`config.mk`:
```
export PLATFORM = sky130hd
export DESIGN_NAME = pwm_decoder
export DESIGN_NICKNAME = d
export VERILOG_FILES = /design/src/rtl/pwm_decoder_pkg.sv /design/src/rtl/pwm_edge_det.sv /design/src/rtl/pwm_decoder.sv
export SDC_FILE = /design/constraint.sdc
export NUM_CORES = 1
export LEC_CHECK = 0
export CAP_MARGIN = 15
export CORE_ASPECT_RATIO = 1.4
export CORE_MARGIN = 3
export CORE_UTILIZATION = 28
export DETAILED_ROUTE_END_ITERATION = 7
export PLACE_DENSITY = 0.41
export SYNTH_ARGS = -nofsm -noshare
export SYNTH_HDL_FRONTEND = slang
export SYNTH_HIERARCHICAL = 1
export SYNTH_SLANG_ARGS = --single-unit
```
`constraint.sdc`:
```
create_clock -name emu_clk -period 3.4 [get_ports emu_clk]
set_clock_uncertainty 0.1 [all_clocks]
set_input_delay 0.34 -clock emu_clk [delete_from_list [all_inputs] [get_ports emu_clk]]
set_output_delay 0.34 -clock emu_clk [all_outputs]
set_load 0.1 [all_outputs]
```
`src/rtl/pwm_decoder_pkg.sv`:
```
// +----------------------------------------------------------------------------+
// | Module  : pwm_decoder_pkg                                                  |
// | Brief   : Shared FSM state encoding and parameter defaults for pwm_decoder |
// | Rev     : 1.0  initial release                                             |
// +----------------------------------------------------------------------------+
`default_nettype none

package pwm_decoder_pkg;

    localparam int c_cnt_width_def   = 16;
    localparam int c_sync_stages_def = 2;
    localparam int c_filt_len_def    = 4;

    typedef enum logic [1:0] {
        IDLE = 2'd0,
        ARM  = 2'd1,
        HIGH = 2'd2,
        LOW  = 2'd3
    } state_t;

endpackage

`default_nettype wire

```
`src/rtl/pwm_edge_det.sv`:
```
// +----------------------------------------------------------------------------+
// | Module  : pwm_edge_det                                                     |
// | Brief   : in_dig synchronizer, optional glitch filter (compiled in by      |
// |           PWM_DECODER_GLITCH_FILTER_EN) and one-cycle rise/fall pulses     |
// | Rev     : 1.0  initial release                                             |
// +----------------------------------------------------------------------------+
`default_nettype none

module pwm_edge_det
    import pwm_decoder_pkg::*;
#(
    parameter int SYNC_STAGES = c_sync_stages_def,
    parameter int FILT_LEN    = c_filt_len_def
) (
    input  logic clk,
    input  logic rst_n,
    input  logic i_in_dig,
    output logic o_rise,
    output logic o_fall
);

    logic [SYNC_STAGES-1:0] r_sync;
    logic                   w_sync;
    logic                   w_clean;
    logic                   r_prev;

    if (SYNC_STAGES < 2 || FILT_LEN < 1) begin : g_param_check
        $error("pwm_edge_det: SYNC_STAGES must be >= 2 and FILT_LEN >= 1");
    end

    always_ff @(posedge clk or negedge rst_n) begin
        if (!rst_n) begin
            r_sync <= '0;
        end else begin
            r_sync <= {r_sync[SYNC_STAGES-2:0], i_in_dig};
        end
    end

    assign w_sync = r_sync[SYNC_STAGES-1];

`ifdef PWM_DECODER_GLITCH_FILTER_EN
    localparam int c_filt_cw = $clog2(FILT_LEN + 1);

    logic [c_filt_cw-1:0] r_filt_cnt;
    logic                 r_filt;

    // Output flips only on the FILT_LEN-th consecutive sample that disagrees.
    always_ff @(posedge clk or negedge rst_n) begin
        if (!rst_n) begin
            r_filt     <= 1'b0;
            r_filt_cnt <= '0;
        end else if (w_sync == r_filt) begin
            r_filt_cnt <= '0;
        end else if (r_filt_cnt == c_filt_cw'(FILT_LEN - 1)) begin
            r_filt     <= w_sync;
            r_filt_cnt <= '0;
        end else begin
            r_filt_cnt <= r_filt_cnt + 1'b1;
        end
    end

    assign w_clean = r_filt;
`else
    assign w_clean = w_sync;
`endif

    always_ff @(posedge clk or negedge rst_n) begin
        if (!rst_n) begin
            r_prev <= 1'b0;
        end else begin
            r_prev <= w_clean;
        end
    end

    assign o_rise = w_clean & ~r_prev;
    assign o_fall = ~w_clean & r_prev;

endmodule

`default_nettype wire

```
`src/rtl/pwm_decoder.sv`:
```
// +----------------------------------------------------------------------------+
// | Module  : pwm_decoder                                                      |
// | Brief   : Measures high time and period of an asynchronous PWM input.      |
// |           Glitch filter compiled in by PWM_DECODER_GLITCH_FILTER_EN.       |
// | Rev     : 1.0  initial release                                             |
// +----------------------------------------------------------------------------+
`default_nettype none

module pwm_decoder
    import pwm_decoder_pkg::*;
#(
    parameter int CNT_WIDTH   = c_cnt_width_def,
    parameter int SYNC_STAGES = c_sync_stages_def,
    parameter int FILT_LEN    = c_filt_len_def
) (
    input  logic                 emu_clk,
    input  logic                 emu_rst_n,
    input  logic                 en,
    input  logic                 in_dig,
    output logic [CNT_WIDTH-1:0] high_cnt,
    output logic [CNT_WIDTH-1:0] period_cnt,
    output logic                 meas_valid,
    output logic                 timeout
);

    localparam logic [CNT_WIDTH-1:0] c_cnt_max = '1;
    localparam logic [CNT_WIDTH-1:0] c_cnt_one = CNT_WIDTH'(1);

    logic w_rise;
    logic w_fall;

    state_t               r_state,  w_state_nxt;
    logic [CNT_WIDTH-1:0] r_hcnt,   w_hcnt_nxt;
    logic [CNT_WIDTH-1:0] r_pcnt,   w_pcnt_nxt;
    logic [CNT_WIDTH-1:0] r_high,   w_high_nxt;
    logic [CNT_WIDTH-1:0] r_period, w_period_nxt;
    logic                 r_meas,   w_meas_nxt;
    logic                 r_to,     w_to_nxt;
    logic [CNT_WIDTH-1:0] w_pcnt_inc;
    logic                 w_sat;

    pwm_edge_det #(
        .SYNC_STAGES (SYNC_STAGES),
        .FILT_LEN    (FILT_LEN)
    ) u_edge_det (
        .clk      (emu_clk),
        .rst_n    (emu_rst_n),
        .i_in_dig (in_dig),
        .o_rise   (w_rise),
        .o_fall   (w_fall)
    );

    // Saturation is flagged on the cycle whose increment would land on the max.
    assign w_pcnt_inc = r_pcnt + 1'b1;
    assign w_sat      = (w_pcnt_inc == c_cnt_max);

    always_comb begin
        w_state_nxt  = r_state;
        w_hcnt_nxt   = r_hcnt;
        w_pcnt_nxt   = r_pcnt;
        w_high_nxt   = r_high;
        w_period_nxt = r_period;
        w_meas_nxt   = 1'b0;
        w_to_nxt     = 1'b0;

        if (!en) begin
            w_state_nxt = IDLE;
            w_hcnt_nxt  = '0;
            w_pcnt_nxt  = '0;
        end else begin
            case (r_state)
                IDLE: begin
                    w_state_nxt = ARM;
                end
                ARM: begin
                    if (w_rise) begin
                        w_state_nxt = HIGH;
                        w_hcnt_nxt  = c_cnt_one;
                        w_pcnt_nxt  = c_cnt_one;
                    end
                end
                HIGH: begin
                    if (w_sat) begin
                        w_state_nxt = ARM;
                        w_to_nxt    = 1'b1;
                        w_hcnt_nxt  = '0;
                        w_pcnt_nxt  = '0;
                    end else begin
                        w_pcnt_nxt = w_pcnt_inc;
                        if (w_fall) begin
                            w_state_nxt = LOW;
                        end else begin
                            w_hcnt_nxt = r_hcnt + 1'b1;
                        end
                    end
                end
                LOW: begin
                    // A completed period wins over a coincident saturation.
                    if (w_rise) begin
                        w_state_nxt  = HIGH;
                        w_high_nxt   = r_hcnt;
                        w_period_nxt = r_pcnt;
                        w_meas_nxt   = 1'b1;
                        w_hcnt_nxt   = c_cnt_one;
                        w_pcnt_nxt   = c_cnt_one;
                    end else if (w_sat) begin
                        w_state_nxt = ARM;
                        w_to_nxt    = 1'b1;
                        w_hcnt_nxt  = '0;
                        w_pcnt_nxt  = '0;
                    end else begin
                        w_pcnt_nxt = w_pcnt_inc;
                    end
                end
                default: begin
                    w_state_nxt = IDLE;
                end
            endcase
        end
    end

    always_ff @(posedge emu_clk or negedge emu_rst_n) begin
        if (!emu_rst_n) begin
            r_state  <= IDLE;
            r_hcnt   <= '0;
            r_pcnt   <= '0;
            r_high   <= '0;
            r_period <= '0;
            r_meas   <= 1'b0;
            r_to     <= 1'b0;
        end else begin
            r_state  <= w_state_nxt;
            r_hcnt   <= w_hcnt_nxt;
            r_pcnt   <= w_pcnt_nxt;
            r_high   <= w_high_nxt;
            r_period <= w_period_nxt;
            r_meas   <= w_meas_nxt;
            r_to     <= w_to_nxt;
        end
    end

    assign high_cnt   = r_high;
    assign period_cnt = r_period;
    assign meas_valid = r_meas;
    assign timeout    = r_to;

endmodule

`default_nettype wire

```
# == Word-level counts from Yosys, hierarchy flattened ==
# Cells that the tools add are included.
# word_totals
inputBits,4
word_cells,54
regBits,71
output_inout_bits,34
# classes
mux,25
reduce_logical,5
n_eq_ne,9
n_addsub,2
bitwise,4
# op_table
cell,count
two-way mux 16 bit,9
case mux 16 bit (3 select lines),2
adder 16 x 1 -> 16 bit (second input constant),2
equality test 16 bit (second input constant),1
two-way mux 2 bit,6
!= test 4 x 3 -> 1 bit (second input constant),2
case mux 2 bit (4 select lines),1
two-way mux 1 bit,6
AND reduction 3 bit,2
equality test 2 bit (second input constant),2
!= test 4 x 1 -> 1 bit (second input constant),1
!= test 4 bit (second input constant),1
AND reduction 4 bit,1
!= test 3 x 2 -> 1 bit (second input constant),1
AND 1 bit,2
equality test 2 x 1 -> 1 bit (second input constant),1
zero test 2 bit,1
inverter 1 bit,2
case mux 1 bit (2 select lines),1
AND reduction 2 bit,1

# == Longest topological paths before layout ==
# Gate-level depths: netlist (run 1).
# depth
word_depth,6
ltp_mapped,9
depth_no_buf,7

# == Modules after synthesis ==
# Netlist (run 1), hierarchy kept.
# by_module_without_submodules
mod,instances,cells_each,area_each_um2,seq_area_each_um2
pwm_decoder,1,391,3433.3,1701.6
pwm_edge_det,1,5,90.1,75.1

# == Worst setup path after synthesis (run 1) ==
# No wires, ideal clock.
# synth_timing
kind,reg2reg
startpoint,register r_pcnt[1]
endpoint,register r_hcnt[1]
required_ps,3175
stages_incl_launch_ff,9
path_slack_ps,952
period_less_slack_ps,2448
setup_time_ps,125
path_buffers,1
arrival_ps,2224
path_cell_list,dfrtp_1 > ha_1 > and2_1 > clkbuf_1 > o21a_1 > o22ai_1 > o2111ai_2 > o21ai_1 > mux2_2
# synth_between
elab_chain_len,5
elab_cells_between_ends,8
cone_classes,1 x add/sub; 3 x eq/ne; 3 x mux; 1 x reduce/logical
# synth_rtl
element,line_no,rtl
"start, declared",pwm_decoder.sv:34,"logic [CNT_WIDTH-1:0] r_pcnt, w_pcnt_nxt;"
"start signal, assigned",pwm_decoder.sv:134,r_pcnt <= w_pcnt_nxt;
adder 16 x 1 -> 16 bit *,pwm_decoder.sv:54,assign w_pcnt_inc = r_pcnt + 1'b1;
equality test 16 bit *,pwm_decoder.sv:55,assign w_sat = (w_pcnt_inc == c_cnt_max);
two-way mux 16 bit,pwm_decoder.sv:83,if (w_sat) begin
case mux 16 bit (3 select lines),pwm_decoder.sv:71,case (r_state)
two-way mux 16 bit,pwm_decoder.sv:66,if (!en) begin
"end signal, assigned",pwm_decoder.sv:133,r_hcnt <= w_hcnt_nxt;
"end, declared",pwm_decoder.sv:33,"logic [CNT_WIDTH-1:0] r_hcnt, w_hcnt_nxt;"
# Mark *: on every way between the ends. The rest lies on a longest branch, timed or not.
# A chain may end at the register's enable or synchronous reset.

# == Worst setup path in the final report (run 1) ==
# Same ends and word-level chain as after synthesis.

==> run metrics, run 1 <==
status=completed; CP top delay family=compound AO/OA/AOI/OAI gates; final setup fails=0; initial antenna violation count=0; port bufs=37; Primary FF master, synth=dfrtp_1; Iteration-0 DRC Markers=107; Layout fillers=1213; Reg power frac=45.8%; vias in the first global route=2998; first-pass GRT wire length=16.3 mm; Synth Warn #=6; Root Driver=clkbuf_16; worst skew pair latency=0.34 ns; Non-Filler Instances=584; aggregate global-route resource usage=15.2%; Synthesized Nets=403; Comb power frac=4.3%; pre-CTS setup slack=0.667 ns; slew at the pin with the worst max-slew slack=1.01 ns; Worst EP arrival=2.88 ns; CTS Hold Buffers Added=0; CTS Sinks=71; slowest CP cell=dfrtp_1; post-CTS resize count=0; DRC Markers=0; placed cell count=568; Pins Over Slew Limit=0; fmax=0.363 GHz; synth cell count leaders=nand2_1, dfrtp_1, o21ai_0; P_sw=443 uW; setup bufs post-CTS=0; critical path class=flop to flop; Post-synth EDFFs=0; FFs w/ async S/R, synth=100%; CORE AREA=0.0121 sq mm; peak supply drop=0.203 mV; CP Max Fanout=11; GRT Residual Overflow=0; Critical Path Sink Type=flop; Synth area leaders=dfrtp_1, nand2_1, o21ai_0; deepest level of the CTS H-tree=3; FP Rows=47; Final GP Congestion=0.801; clock transition at the registers of the reported paths=0.06 ns; first drt pass iteration count=4; Yosys reg bits=71; num ports=38; syn avg cell area=8.90 sq um; clock share of power=49.9%; largest net degree at the start of global routing=72; TritonCTS buffer count=9; worst-path cell chain=ha_1, and2_1, o21a_1, a21oi_1, o2111ai_2, o21ai_1, buf_4, mux2_2; Pint=1.44 mW; antenna cells=0; RSZ-0062 raised after global routing=false; Wirelength per Cell=17.2 um; min cycle time layout=2.76 ns; Yosys top cell area share=50.4%; Longest Clk Path Bufs=2; synthesized cell area=0.00352 sq mm; Max-Slew Margin vs Limit=32.3%; top cell type by total area after synthesis=dfrtp_1; Layout area overhead=23.0%; starting density of the core=29.2%; Worst EP required=3.52 ns; DP Wirelength=7.02 mm; Post-DRT Antenna Nets=0; min-delay worst type=primary input to asynchronous set/reset pin; Sw Share=23.6%; worst setup slack after layout=0.645 ns; chip height=139 um; count leader, synth=nand2_1; vias per inst=5.13; Nets=439; period utilization=81.0%; CTS tree=done; LEAKAGE=1.81 nW; layout cell share with drive strength beyond 1=7.55%; die width=101 um; Netlist cell types=52; endpoints failing hold=0; Die ar.=0.0140 sq mm; register area share after synthesis=50.4%; TNS Setup=0 ns; crit start category=flop; max_cap viols=0; Max stage delay on crit path=0.47 ns; pwr dens=434 mW/mm^2; Cells after Synth=396; Vias=2998; CP bufs+invs=1; drt total wl=10.1 mm
[layout make-up]
type,count,area (sq um),area share (%)
clock buffer,10,229,5.28
clock inverter,6,61.3,1.41
inverter,17,63.8,1.47
multi-input combinational,290,1610,37.1
sequential,71,1780,41.0
tap,147,184,4.24
timing repair buffer,43,413,9.53
[per-layer routing]
layer / up-vias / share of wire, % / GRT usage [%] / routed length (um)
li1: 1467 / - / - / -
met1: 1459 / 43 / 19.0 / 4320
met2: 56 / 51 / 24.9 / 5180
met3: 16 / 2.9 / 3.12 / 290
met4: 0 / 2.8 / 6.81 / 280
met5: - / 0 / 0 / 0
[power by group through the flow]
stage	Clock (mW)	Combinational, mW	Sequential [mW]
2_1_floorplan	0	0.0324	0.885
3_3_place_gp	0	0.0842	0.877
3_5_place_dp	0	0.0839	0.877
4_1_cts	0.961	0.0840	0.861
5_1_grt	0.992	0.0911	0.863
6_report	0.937	0.0807	0.861
[layout by cell type (no fill, tap or decap), types with 4 or more instances in the layout]
cell | netlist | routed
a21oi_1 | 7 | 7
a31oi_1 | 10 | 10
and3_1 | 5 | 5
buf_4 | 1 | 7
clkbuf_16 | 0 | 9
clkdlybuf4s50_1 | 0 | 36
dfrtp_1 | 71 | 71
inv_1 | 17 | 17
nand2_1 | 107 | 107
nand3_1 | 18 | 18
nand3b_1 | 4 | 4
nand4_1 | 14 | 14
nor2_1 | 15 | 15
nor2b_1 | 4 | 4
nor3_1 | 7 | 7
nor4_1 | 6 | 6
o211ai_1 | 5 | 5
o21ai_0 | 19 | 19
o21ai_1 | 13 | 13
o221ai_1 | 5 | 5
or3_1 | 4 | 4
[worst paths after layout]
kind                            cells past startpoint                 start              endpoint  slack (ns)
worst max-delay path                                8             r_pcnt[1]             r_hcnt[1]        0.64
worst min-delay path                                1             emu_rst_n           high_cnt[2]        0.05
worst max register to register                      8             r_pcnt[1]             r_hcnt[1]        0.64
worst min register to register                      0  u_edge_det/r_sync[0]  u_edge_det/r_sync[1]        0.25
max in group asynchronous                           1             emu_rst_n            r_pcnt[11]        2.54
min in group emu_clk                                0  u_edge_det/r_sync[0]  u_edge_det/r_sync[1]        0.25
[registers in the layout, indices dropped and copies added, names as in the netlist]
signal / flops
high_cnt: 16
r_state: 2
r_pcnt: 16
meas_valid: 1
u_edge_det/r_prev: 1
r_hcnt: 16
timeout: 1
period_cnt: 16
u_edge_det/r_sync: 2
[kinds of logic (layout without fill, tap and decap cells)]
family,Yosys count,in the layout,share of synthesized area (%)
buffers and inverters,35,76,3.98
AO/OA/AOI/OAI,74,74,14.3
AND/OR/NAND/NOR,207,207,28.6
XOR/XNOR,3,3,0.746
multiplexers,3,3,0.888
adder cells (fa/ha/maj),3,3,1.07
flip-flops,71,71,50.4
[stage by stage]
step	utilization (%)	cell area [sq um]	power (mW)	hold slack, ns
detailed placement	33.5	4040	0.961	0.243
global route	36.0	4330	1.95	0.130
floorplan	-	3520	0.917	-0.0556
CTS	36.0	4330	1.91	0.104
finish	36.0	4330	1.88	0.0544
global placement	33.5	4040	0.961	0.235
Note: power is estimated with default switching activity, not from simulation.
==> inputs of run 2 (changes only) <==
- clock period: 3.4 -> 2.7 ns (I/O delays scaled with it)
==> run 2 against run 1 <==
The flow now finishes with violations (negative hold slack); critical path type unchanged; hold slack got worse by 0.078 ns; via count rose by 1.0%; critical path depth rose by 1; sequential power rose by 25%; flip-flop and latch count did not move; register-to-register slack got worse by 0.43 ns; sequential share of layout area rose by 0.065 points; clock-buffer cell count rose by 1; combinational power rose by 39%.
==> run metrics, run 2 (synthesis results as in run 1) <==
status=finished, violations left; failing checks=negative hold slack; aggregate global-route resource usage=15.3% (+0.12 points); die width=101 um (unchanged); port bufs=37 (unchanged); FP Rows=47 (unchanged); peak supply drop=0.260 mV (+28%); vias in the first global route=3125 (+4.2%); FF-to-FF Start=r_pcnt[0]; crit start category=flop; Max-Slew Margin vs Limit=37.4% (+5.1 points); chip height=139 um (unchanged); Worst R2R End=r_pcnt[3]; Max stage delay on crit path=0.46 ns (about the same); pwr dens=528 mW/mm^2 (+22%); critical path class=flop to flop; Nets=452 (+3.0%); period utilization=92.2% (+11 points); GRT Residual Overflow=0 (unchanged); Critical Path Sink Type=flop; Die ar.=0.0140 sq mm (unchanged); final instance area=0.00433 sq mm (about the same); R2R cell count=9 (+1); worst skew pair latency=0.34 ns (about the same); fmax=0.402 GHz (+11%); endpoints failing hold=31 (+31); slowest CP cell=dfrtp_1; Wirelength per Cell=17.0 um (-1.3%); CORE AREA=0.0121 sq mm (unchanged); setup slack, reg-to-reg=0.21 ns (-0.43 ns); LEAKAGE=1.93 nW (+6.8%); Non-Filler Instances=596 (+2.1%); Worst EP required=2.82 ns (-0.70 ns); hold_ws=-0.0234 ns (-0.0778 ns); Post-DRT Antenna Nets=0 (unchanged); Layout area overhead=22.9% (about the same); most common cell after layout, fill and taps aside=nand2_1; RSZ-0062 raised after global routing=false; largest net degree at the start of global routing=72 (unchanged); area of the multi-input gates=0.00161 sq mm (+0.47%); CP Max Fanout=14 (+3); placed inst area=0.00404 sq mm (about the same); drt total wl=10.1 mm (+0.70%); Iteration-0 DRC Markers=116 (+8.4%); Worst EP arrival=2.61 ns (-0.27 ns); Root Driver=clkbuf_16; Longest Clk Path Bufs=2 (unchanged); critical path launch point=r_pcnt[0]; worst setup slack after layout=0.211 ns (-0.434 ns); Layout fillers=1233 (+1.6%); slew at the pin with the worst max-slew slack=0.939 ns (-0.0734 ns); Pins Over Slew Limit=0 (unchanged); deepest level of the CTS H-tree=3 (unchanged); antenna cells=0 (unchanged); Final GP Congestion=0.830 (+3.6%); pre-CTS setup slack=0.0999 ns (-0.567 ns); min cycle time layout=2.49 ns (-0.266 ns); layout cell share with drive strength beyond 1=18.3% (+11 points); first drt pass iteration count=4 (unchanged); DRC Markers=0 (unchanged); first-pass GRT wire length=16.8 mm (+2.6%); initial antenna violation count=0 (unchanged); worst-path cell chain=ha_1, and2_1, o21a_1, a21oi_2, buf_4, o2111ai_4, buf_4, a31oi_1, mux2i_1; placed cell count=579 (+1.9%); vias per inst=5.08 (-1.0%); CTS tree=done; TNS Setup=0 ns (unchanged); num ports=38 (unchanged); final setup fails=0 (unchanged); starting density of the core=29.2% (unchanged); TritonCTS buffer count=9 (unchanged); Vias=3029 (+1.0%); worst setup path end=r_pcnt[3]; DP Wirelength=7.29 mm (+3.9%); clock transition at the registers of the reported paths=0.06 ns (about the same); min-delay worst type=primary input to asynchronous set/reset pin; FF+latch area=0.00178 sq mm (about the same); max_cap viols=0 (unchanged); most frequent cells in the layout=nand2_1, dfrtp_1, buf_4; CTS Hold Buffers Added=0 (unchanged); Crit path top cell by count=buf_4; CTS Sinks=71 (unchanged)
## run 2: cell types whose count changed in the layout (fill, tap and decap cells not counted)
cell             before  now
buf_4                 7   54
clkdlybuf4s50_1      36    2
a21oi_1               7    6
a21oi_2               1    2
bufinv_16             1    0
clkbuf_8              0    1
clkinv_4              1    0
dfrtp_1              71   70
dfrtp_2               0    1
o21ai_1              13   12
o21ai_2               0    1
## run 2: how the worst min path moves through the flow
stage / from / to / slack, ns / cells past startpoint
after global placement: u_edge_det/r_sync[0] / u_edge_det/r_sync[1] / 0.23 / 0
after detailed placement: u_edge_det/r_sync[0] / u_edge_det/r_sync[1] / 0.24 / 0
after floorplan: emu_rst_n / high_cnt[0] / -0.13 / 0
after CTS: emu_rst_n / high_cnt[0] / 0.03 / 1
final: emu_rst_n / high_cnt[0] / -0.02 / 1
after global routing: emu_rst_n / high_cnt[0] / 0.05 / 1
## run 2: repair_timing
action / in CTS / in global routing
endpoints found under the setup margin: 0 / 17
gates resized for setup: 0 / 3
buffers inserted: 0 / 2
## run 2: power by group
part | internal (mW) | switching [mW] | leakage [nW]
Clock | 0.637 | 0.455 | 0.131
Combinational | 0.0276 | 0.0841 | 0.821
Sequential | 1.07 | 0.00856 | 0.980
Total | 1.74 | 0.548 | 1.93
## run 2: metal layers
metal,track usage [%],wire (um),share of wire (%),vias up
met2,26.4,5390,53,65
met4,5.82,103,1.0,0
met1,18.5,4340,43,1464
met3,3.07,309,3.0,9
li1,-,-,-,1491
met5,0,0,0,-
## run 2: layout make-up
class | instances | area share (%)
flip-flops and latches | 71 | 41.1
multi-input cells | 290 | 37.3
repair buffers | 56 | 9.82
clock buffers | 11 | 5.61
well taps | 147 | 4.25
inverters | 17 | 1.47
clock inverters | 4 | 0.520
## run 2: worst max-delay path: cells and delay by family (launching register included)
kind            cells  cell delay (ns)
simple gates        1             0.23
mux                 1             0.09
compound gates      4             0.80
flops               1             0.46
fa+ha+maj           1             0.28
buf+inv             2             0.42
## run 2: metrics by stage
| step | power [mW] | utilization [%] |
|---|---|---|
| 6_report | 2.29 | 35.9 |
| 3_3_place_gp | 1.22 | 33.5 |
| 3_5_place_dp | 1.22 | 33.5 |
| 4_1_cts | 2.32 | 35.7 |
| 2_1_floorplan | 1.16 | - |
| 5_1_grt | 2.37 | 35.9 |
==> inputs of run 3 (changes only) <==
- CAP_MARGIN: 15 -> 20
- GPL_TIMING_DRIVEN: not set -> 0
==> run 3 against run 2 <==
The flow now finishes without violations; clock power up 20%; critical path depth shrank 2; combinational power hardly changed; critical path type unchanged.
==> run metrics, run 3 (synthesis results as in run 1) <==
fmax=0.392 GHz (-2.5%); Worst EP required=2.83 ns (about the same); Longest Clk Path Bufs=2 (unchanged); Layout area overhead=28.9%; CP Max Fanout=8 (-6); FF+latch area=0.00178 sq mm (unchanged); final design utilization=37.7% (+1.8 points); Crit path top cell by count=o21a_1; crit start category=flop; TritonCTS buffer count=9 (unchanged); CTS tree=done; Final GP Congestion=0.868 (+4.6%); Root Driver=clkbuf_16; critical path launch point=r_pcnt[0]; Pins Over Slew Limit=0 (unchanged); worst-path cell chain=ha_1, and2_2, o21a_1, o22ai_4, o2111ai_2, o21a_1, a211o_1; Worst EP arrival=2.68 ns (+0.07 ns); GRT Residual Overflow=0 (unchanged); vias per inst=5.15 (+1.2%); port bufs=37 (unchanged); starting density of the core=29.2% (unchanged); Wirelength per Cell=17.5 um (+3.0%); LEAKAGE=1.89 nW (-2.0%); antenna cells=0 (unchanged); Nets=460 (+1.8%); endpoints failing hold=0 (-100%); Vias=3113 (+2.8%); initial antenna violation count=0 (unchanged); worst setup path end=r_hcnt[14]; Max-Slew Margin vs Limit=32.9% (-4.5 points); R2R cell count=7 (-2); vias in the first global route=3105 (-0.64%); Worst R2R End=r_hcnt[14]; TNS Setup=0 ns (unchanged); FP Rows=47 (unchanged); chip height=139 um (unchanged); period utilization=94.6% (+2.4 points); worst skew pair latency=0.34 ns (about the same); Layout fillers=1248 (+1.2%); peak supply drop=0.264 mV (+1.5%); pwr dens=552 mW/mm^2 (+4.6%); final setup fails=0 (unchanged); drt total wl=10.6 mm (+4.5%); first drt pass iteration count=4 (unchanged); DP Wirelength=7.59 mm (+4.2%); deepest level of the CTS H-tree=3 (unchanged); FF-to-FF Start=r_pcnt[0]; Die ar.=0.0140 sq mm (unchanged); Max stage delay on crit path=0.47 ns (about the same); min cycle time layout=2.55 ns (+0.0639 ns); min-delay worst type=flop to flop; CTS Sinks=71 (unchanged); Iteration-0 DRC Markers=131 (+13%); layout cell share with drive strength beyond 1=10.3% (-8.0 points); Critical Path Sink Type=flop; clock transition at the registers of the reported paths=0.06 ns (about the same); first-pass GRT wire length=17.4 mm (+4.0%); aggregate global-route resource usage=16.1% (+0.82 points); Post-DRT Antenna Nets=0 (unchanged); CORE AREA=0.0121 sq mm (unchanged); setup slack, reg-to-reg=0.15 ns (-0.06 ns); area of the multi-input gates=0.00165 sq mm (+2.1%); max_cap viols=0 (unchanged); slew at the pin with the worst max-slew slack=1.00 ns (+0.0646 ns); largest net degree at the start of global routing=44 (-39%); most frequent cells in the layout=nand2_1, dfrtp_1, clkdlybuf4s50_1; status=completed; critical path class=flop to flop; slowest CP cell=dfrtp_1; die width=101 um (unchanged); DRC Markers=0 (unchanged); CP top delay family=compound AO/OA/AOI/OAI gates; most common cell after layout, fill and taps aside=nand2_1; CP Depth=7 (-2); num ports=38 (unchanged); CP bufs+invs=0 (-2)
## run 3: cell type report
cell class	instances	area share [%]
timing repair buffer	47	10.2
inverter	17	1.40
tap	147	4.05
multi-input combinational	290	36.3
sequential	71	39.1
clock buffer	11	5.34
clock inverter	5	1.79
buffer	17	1.74
## run 3: repair_timing
action / in CTS / in global routing
hold endpoints to repair: 28 / 0
pin swaps: 1 / 3
resized for setup: 7 / 4
endpoints found under the setup margin: 28 / 26
hold buffers: 1 / 0
buffers inserted: 4 / 4
## run 3: worst min path at each step
stage               cells after the start                 start  slack, ns              endpoint
floorplan                               0             emu_rst_n      -0.13           high_cnt[0]
global placement                        0  u_edge_det/r_sync[0]       0.23  u_edge_det/r_sync[1]
detailed placement                      1             emu_rst_n       0.15             r_hcnt[2]
CTS                                     0  u_edge_det/r_sync[0]       0.25  u_edge_det/r_sync[1]
global route                            0  u_edge_det/r_sync[0]       0.26  u_edge_det/r_sync[1]
finish                                  0  u_edge_det/r_sync[0]       0.25  u_edge_det/r_sync[1]
## run 3: per-layer routing
metal / vias to the layer above / routed length, um / GRT usage, %
met1: 1526 / 4370 / 19.3
met2: 67 / 5740 / 28.5
met5: - / 0 / 0
met3: 12 / 295 / 2.26
li1: 1508 / - / -
met4: 0 / 189 / 6.39
## run 3: worst register-to-register path, cell delays in order, from the launching register on
cell,delay [ns]
dfrtp_1,0.47
ha_1,0.30
and2_2,0.24
o21a_1,0.25
o22ai_4,0.27
o2111ai_2,0.25
o21a_1,0.28
a211o_1,0.29
## run 3: per-stage QoR
stage	area [sq um]	hold WS, ns	total power, mW	setup WS, ns	cells
finish	4540	0.248	2.51	0.147	605
global route	4540	0.261	2.60	-0.00216	605
CTS	4500	0.254	2.55	-0.0384	602
detailed placement	4100	0.148	1.22	-0.329	581
global placement	4080	0.233	1.21	-1.49	580
floorplan	3520	-0.126	1.16	0.252	396
## run 3: report_power, final
part	internal [mW]	switching, mW	leakage [nW]
Combinational	0.0281	0.0829	0.757
Clock	0.835	0.479	0.156
Sequential	1.07	0.0102	0.980
